## src/rtl/vote_session_ctrl.sv

```systemverilog
// Sessioned three-voter ballot controller (A holds veto): collects one vote per voter, then registers and holds the decision.
// Optional build macro VOTE_TIMEOUT_EN closes a COLLECT session after TIMEOUT cycles, counting missing ballots as 0.
module vote_session_ctrl #(
    parameter int HOLD_CYCLES = 4,
    parameter int TIMEOUT     = 16
) (
    input  logic       clk,
    input  logic       rst,
    input  logic       start,
    input  logic       abort,
    input  logic [2:0] vote_valid,
    input  logic [2:0] vote_val,
    output logic       busy,
    output logic [2:0] voted,
    output logic       done,
    output logic       pass,
    output logic       none,
    output logic       timed_out,
    output logic [7:0] round_cnt
);
    localparam int HW = (HOLD_CYCLES > 1) ? $clog2(HOLD_CYCLES) : 1;

    if (HOLD_CYCLES < 1 || TIMEOUT < 1) begin : g_param_check
        $error("vote_session_ctrl: HOLD_CYCLES and TIMEOUT must be >= 1");
    end

    typedef enum logic [1:0] {IDLE, COLLECT, HOLD} state_t;

    state_t          state, state_n;
    logic [2:0]      ballot, ballot_n, voted_n, acc, eff;
    logic [HW-1:0]   hcnt, hcnt_n;
    logic            busy_n, done_n, pass_n, none_n, to_n;
    logic [7:0]      round_n;
    logic            complete, expire;

`ifdef VOTE_TIMEOUT_EN
    localparam int TW = (TIMEOUT > 1) ? $clog2(TIMEOUT) : 1;
    logic [TW-1:0] tcnt;

    // Counter is held at zero outside COLLECT, so it is already clear on entry.
    always_ff @(posedge clk) begin
        if (rst || state != COLLECT) tcnt <= '0;
        else                         tcnt <= tcnt + TW'(1);
    end

    assign expire = (state == COLLECT) && (tcnt == TW'(TIMEOUT - 1));
`else
    assign expire = 1'b0;
`endif

    always_comb begin
        state_n  = state;
        voted_n  = voted;
        ballot_n = ballot;
        hcnt_n   = hcnt;
        done_n   = 1'b0;
        pass_n   = pass;
        none_n   = none;
        to_n     = timed_out;
        round_n  = round_cnt;
        acc      = 3'b000;
        if (state == COLLECT) acc = vote_valid & ~voted;
        eff      = voted | acc;
        complete = (eff == 3'b111);

        case (state)
            IDLE: begin
                if (start) begin
                    state_n  = COLLECT;
                    voted_n  = 3'b000;
                    ballot_n = 3'b000;
                end
            end
            COLLECT: begin
                if (abort) begin
                    state_n = IDLE;
                end else begin
                    voted_n  = eff;
                    ballot_n = ballot | (acc & vote_val);
                    // Same-edge strobes are folded into the decision; completion beats timeout.
                    if (complete || expire) begin
                        state_n = HOLD;
                        hcnt_n  = '0;
                        done_n  = 1'b1;
                        pass_n  = ballot_n[2] & (ballot_n[1] | ballot_n[0]);
                        none_n  = ~|ballot_n;
                        to_n    = ~complete;
                        round_n = round_cnt + 8'd1;
                    end
                end
            end
            HOLD: begin
                if (hcnt == HW'(HOLD_CYCLES - 1)) state_n = IDLE;
                else                              hcnt_n  = hcnt + HW'(1);
            end
            default: state_n = IDLE;
        endcase

        busy_n = (state_n != IDLE);
    end

    always_ff @(posedge clk) begin
        if (rst) begin
            state     <= IDLE;
            busy      <= 1'b0;
            voted     <= 3'b000;
            ballot    <= 3'b000;
            hcnt      <= '0;
            done      <= 1'b0;
            pass      <= 1'b0;
            none      <= 1'b0;
            timed_out <= 1'b0;
            round_cnt <= 8'd0;
        end else begin
            state     <= state_n;
            busy      <= busy_n;
            voted     <= voted_n;
            ballot    <= ballot_n;
            hcnt      <= hcnt_n;
            done      <= done_n;
            pass      <= pass_n;
            none      <= none_n;
            timed_out <= to_n;
            round_cnt <= round_n;
        end
    end
endmodule

```

## config.mk

```make
export PLATFORM = sky130hd
export DESIGN_NAME = vote_session_ctrl
export DESIGN_NICKNAME = d
export VERILOG_FILES = /design/src/rtl/vote_session_ctrl.sv
export SDC_FILE = /design/constraint.sdc
export NUM_CORES = 1
export LEC_CHECK = 0
export BUFFER_PORTS_ARGS = -buffer_cell sky130_fd_sc_hd__buf_4
export CAP_MARGIN = 20
export CORE_MARGIN = 1.5
export CORE_UTILIZATION = 54
export CTS_BUF_LIST = sky130_fd_sc_hd__clkbuf_4 sky130_fd_sc_hd__clkbuf_8
export DETAILED_ROUTE_END_ITERATION = 12
export GPL_TIMING_DRIVEN = 0
export PLACE_DENSITY = 0.8
export SLEW_MARGIN = 0
export SYNTH_ARGS = -nofsm -noshare
export SYNTH_HDL_FRONTEND = slang
export SYNTH_SLANG_ARGS = --single-unit
```

## constraint.sdc

```tcl
create_clock -name clk -period 2.1 [get_ports clk]
set_clock_uncertainty 0.2 [all_clocks]
set_input_delay 0.42 -clock clk [delete_from_list [all_inputs] [get_ports clk]]
set_output_delay 0.42 -clock clk [all_outputs]
set_load 0.005 [all_outputs]
```

# Yosys cells after proc, flatten, opt, wreduce, memory -nomap -nowiden
# Cells that the tools add are included.
# word_totals
reg_bits	23
latchBits	0
mem_bits_rw	0
romBits	0
input_bits	10
out_inout_bits	16
elab_cells	56
memories	0
# classes
add_sub_neg	2
multipliers	0
n_div	0
magnitude_cmp	0
eq_ne	8
shift	0
n_mux	16
n_bitwise	10
reduce_logical	10
# op_table
operator	count
2-bit 2-to-1 mux	7
3-bit 2-to-1 mux	4
3-bit case mux with 2 select lines	2
8-bit by 1-bit adder with 8-bit output, second input constant	1
2-bit inequality test, second input constant	4
3-bit bitwise AND	2
3-bit bitwise OR	2
2-bit case mux with 3 select lines	1
3-bit AND reduction	2
2-bit nonzero test	3
3-bit OR reduction	2
2-bit equality test, second input constant	2
2-bit case mux with 2 select lines	1
4-bit AND reduction	1
3-bit equality test, second input constant	1
1-bit inverter	3
3-bit inverter	1
2-bit by 1-bit adder with 2-bit output, second input constant	1
2-bit by 1-bit equality test with 1-bit output, second input constant	1
2-bit logical NOT	1
1-bit bitwise AND	1
1-bit logical NOT	1
1-bit 2-to-1 mux	1
1-bit bitwise OR	1

# Logic depth before layout (Yosys ltp)
# depth
depth_word	9
mapped_depth	5
ltp_nobuf	4

# Least setup slack after synthesis
# Ideal clock, no wire load.
# synth_timing
path_type	register to register
start	register state[1]
end	register round_cnt[5]
arrival_ns	1.376
setup_slack_ns	0.401
stages_incl_launch_ff	6
path_cell_list	dfxtp_1 -> and2b_2 -> o211ai_2 -> buf_6 -> nor4_2 -> mux2_1
# synth_via
elab_chain_cells	5
# synth_lines
element	line_no	source
from (decl)	29	state_t state, state_n;
from (signal assigned)	115	state <= state_n;
2-bit by 1-bit equality test with 1-bit output *	62, 66	
3-bit 2-to-1 mux	62	if (state == COLLECT) acc = vote_valid & ~voted;
3-bit bitwise OR	63	eff = voted | acc;
3-bit equality test	64	complete = (eff == 3'b111);
3-bit AND reduction (no source line) *	-	
to (signal assigned)	124	round_cnt <= round_n;
to (decl)	19	output logic [7:0] round_cnt
# Mark *: on every way between the ends. The rest lies on a longest branch, timed or not.
# A chain may end at the register's enable or synchronous reset.

# Final worst setup path
# layout_timing
start	register state[0]
end	register round_cnt[5]
# The elaborated chain is that of the path after synthesis.

==> impl_metrics.yaml <==
run_status:
  status: "completed"
sta:
  fin_crit_ns: 1.87
  setup-tns-final_ns: 0
  relSlewSlack_pct: 67.1
  setup-violations-final: 0
  worst_pin_slew_ns: 0.494
  fmax_ghz: 0.534
  finalHoldViolCount: 0
  fin_crit_sh_pct: 89.1
  rsz0062_at_grt: "false"
  final_max_slew_viol_count: 0
cells_and_area:
  drive_above_1_share_pct: 26.5
  nets: 160
  fillerInstances: 174
  layoutNonFillerInstCount: 174
  final_cell_area_um2: 1330
  diodes: 0
  final_common_cell: "buf_4"
  area_growth_pct: 22.5
  mostFrequentLayoutCells: "buf_4, dfxtp_1, nor2_1, a21oi_1, inv_1"
worst_setup_path:
  slowest_stage: "dfxtp_1"
  slowest_delay_ns: 0.42
  crit_type: "flip-flop to flip-flop"
  startpoint_type: "flip-flop"
  required_ns: 2.12
  path_max_fanout: 10
  crit_chain: "and2b_2 -> o211ai_2 -> buf_6 -> nor4_2 -> mux2_1"
  cp.arrival_ns: 1.89
  crit_path_end_kind: "flip-flop"
placed_design:
  dp_cells: 170
  place_area_um2: 1300
  gp_congestion: 0.806
  dpl.hpwl_um: 1850
  io_buffers: 24
clocking:
  cts_buffers: 3
  clkSinkCount: 23
  cts_tree: "yes"
  cts_setup_buffers: 0
  cts_root_buffer: "clkbuf_4"
  clk_latency_ns: 0.31
  path_clk_slew_ns: 0.13
  htree_levels: 1
  cts_resized: 0
  cts_buffer_depth: 2
  cts_hold_buf: 0
global_routing:
  grt_start_max_net_pins: 13
  antenna_found_initial: 0
  grt_pass1_wl_um: 3860
  track_usage_pct: 24.5
  grt_pass1_vias: 901
  grt-ovfl-total: 0
logic_synthesis:
  seq_area_frac_synth_pct: 42.4
  async_flop_share_pct: 0
  syn_area_per_cell_um2: 9.13
  yosysWarnings: 0
  synth_cells: 119
  synth_flop_cell: "dfxtp_1"
  syn-num-nets: 131
  synthesis.area_um2: 1090
  ys_types: 38
  synth-edff-count: 0
  synth.ff_latch_count: 23
route:
  avgViaCountPerCell: 5.85
  vias: 1018
  detail_route.wl_per_cell_um: 14.4
  drt_wl_total_um: 2500
  ant_nets: 0
  drc: 0
  drt_iter0_drc: 17
  dr.pass1.iters: 4
floorplanning:
  die_h_um: 47.8
  coreArea_um2: 1920
  dieArea_um2: 2290
  ios: 26
  chipWidth_um: 47.8
  initial_core_util_pct: 56.5
  rows: 16
pwr:
  p_leak_uw: 0.000536
  powerDensity_nw_per_um2: 554
  max-vdd-ir-drop_uv: 500
run:
  drv_cap: 0
worst_hold_path:
  holdCritPathClass: "primary input to flip-flop"
-- layout make-up --
| type | instances | area, um2 | area share, % |
|---|---|---|---|
| well taps | 27 | 33.8 | 2.54 |
| plain buffers | 6 | 31.3 | 2.35 |
| multi-input cells | 82 | 564 | 42.4 |
| clock buffers | 4 | 30.0 | 2.26 |
| flip-flops and latches | 23 | 460 | 34.6 |
| inverters | 8 | 30.0 | 2.26 |
| repair buffers | 24 | 180 | 13.5 |
-- critical path: cells and delay by family (launching register included) --
family / cells / cell delay [ns]
multiplexers: 1 / 0.34
flip-flops: 1 / 0.42
AND/OR/NAND/NOR: 2 / 0.46
buffers and inverters: 1 / 0.18
AO/OA/AOI/OAI: 1 / 0.17
-- path summary, 6_finish.rpt --
kind | from | to | slack, ns | cells after the start
worst max-delay path | state[0] | round_cnt[5] | 0.23 | 5
worst min-delay path | vote_valid[0] | voted[0] | 0.16 | 3
worst max register to register | state[0] | round_cnt[5] | 0.23 | 5
worst min register to register | timed_out | timed_out | 0.32 | 1
-- flip-flops by register name (all words and copies together), names as in the netlist --
signal,count
pass,1
timed_out,1
ballot,3
hcnt,2
done,1
none,1
round_cnt,8
voted,3
state,2
busy,1
-- metrics by stage --
| step | total power, uW | utilization [%] | setup WS, ns | hold slack (ns) |
|---|---|---|---|---|
| 6_report | 736 | 69.2 | 0.229 | 0.162 |
| 3_3_place_gp | 522 | 67.6 | 0.124 | 0.277 |
| 4_1_cts | 738 | 69.2 | 0.202 | 0.165 |
| 3_5_place_dp | 525 | 67.6 | 0.0768 | 0.292 |
| 5_1_grt | 770 | 69.2 | 0.156 | 0.192 |
| 2_1_floorplan | 495 | - | 0.401 | 0.271 |
-- logic make-up (layout without fill, tap and decap cells) --
kind of cell             after synthesis  count (layout)  share of synthesized area (%)
AO/OA/AOI/OAI                         36              36                           24.1
multiplexers                           3               3                           3.11
adder cells (fa/ha/maj)                2               2                           2.30
flip-flops                            23              23                           42.4
buffers and inverters                 14              42                           5.64
AND/OR/NAND/NOR                       41              41                           22.5
-- power breakdown --
part           total (uW)  switching (uW)  leakage (uW)  internal (uW)
registers             447            5.68      0.000186            441
clock network         220             133     0.0000184           87.2
logic                68.8            39.0      0.000332           29.8
-- synth_stat cells, drive strengths merged, types with 3 or more instances --
library cell  count  area share [%]
dfxtp            23              42
nor2             12             4.1
a21oi            11             5.1
inv               8             2.8
a22oi             5             3.5
nand3             5             2.3
o21ai             5             2.3
nor2b             4             2.3
nor4              4             2.9
and3b             3             2.6
buf               3             1.8
clkbuf            3             1.0
mux2              3             3.1
nand2             3             1.0
o31ai             3             2.1
or4               3             2.1
-- metal layers --
layer	wire, um	share of wire (%)	track usage [%]	vias to the layer above
met5	0	0	0	-
met4	85	3.4	15.1	0
met3	102	4.1	3.40	10
met2	1260	50	41.6	32
met1	1050	42	28.8	480
li1	-	-	-	496
(Power assumes the default switching activity.)
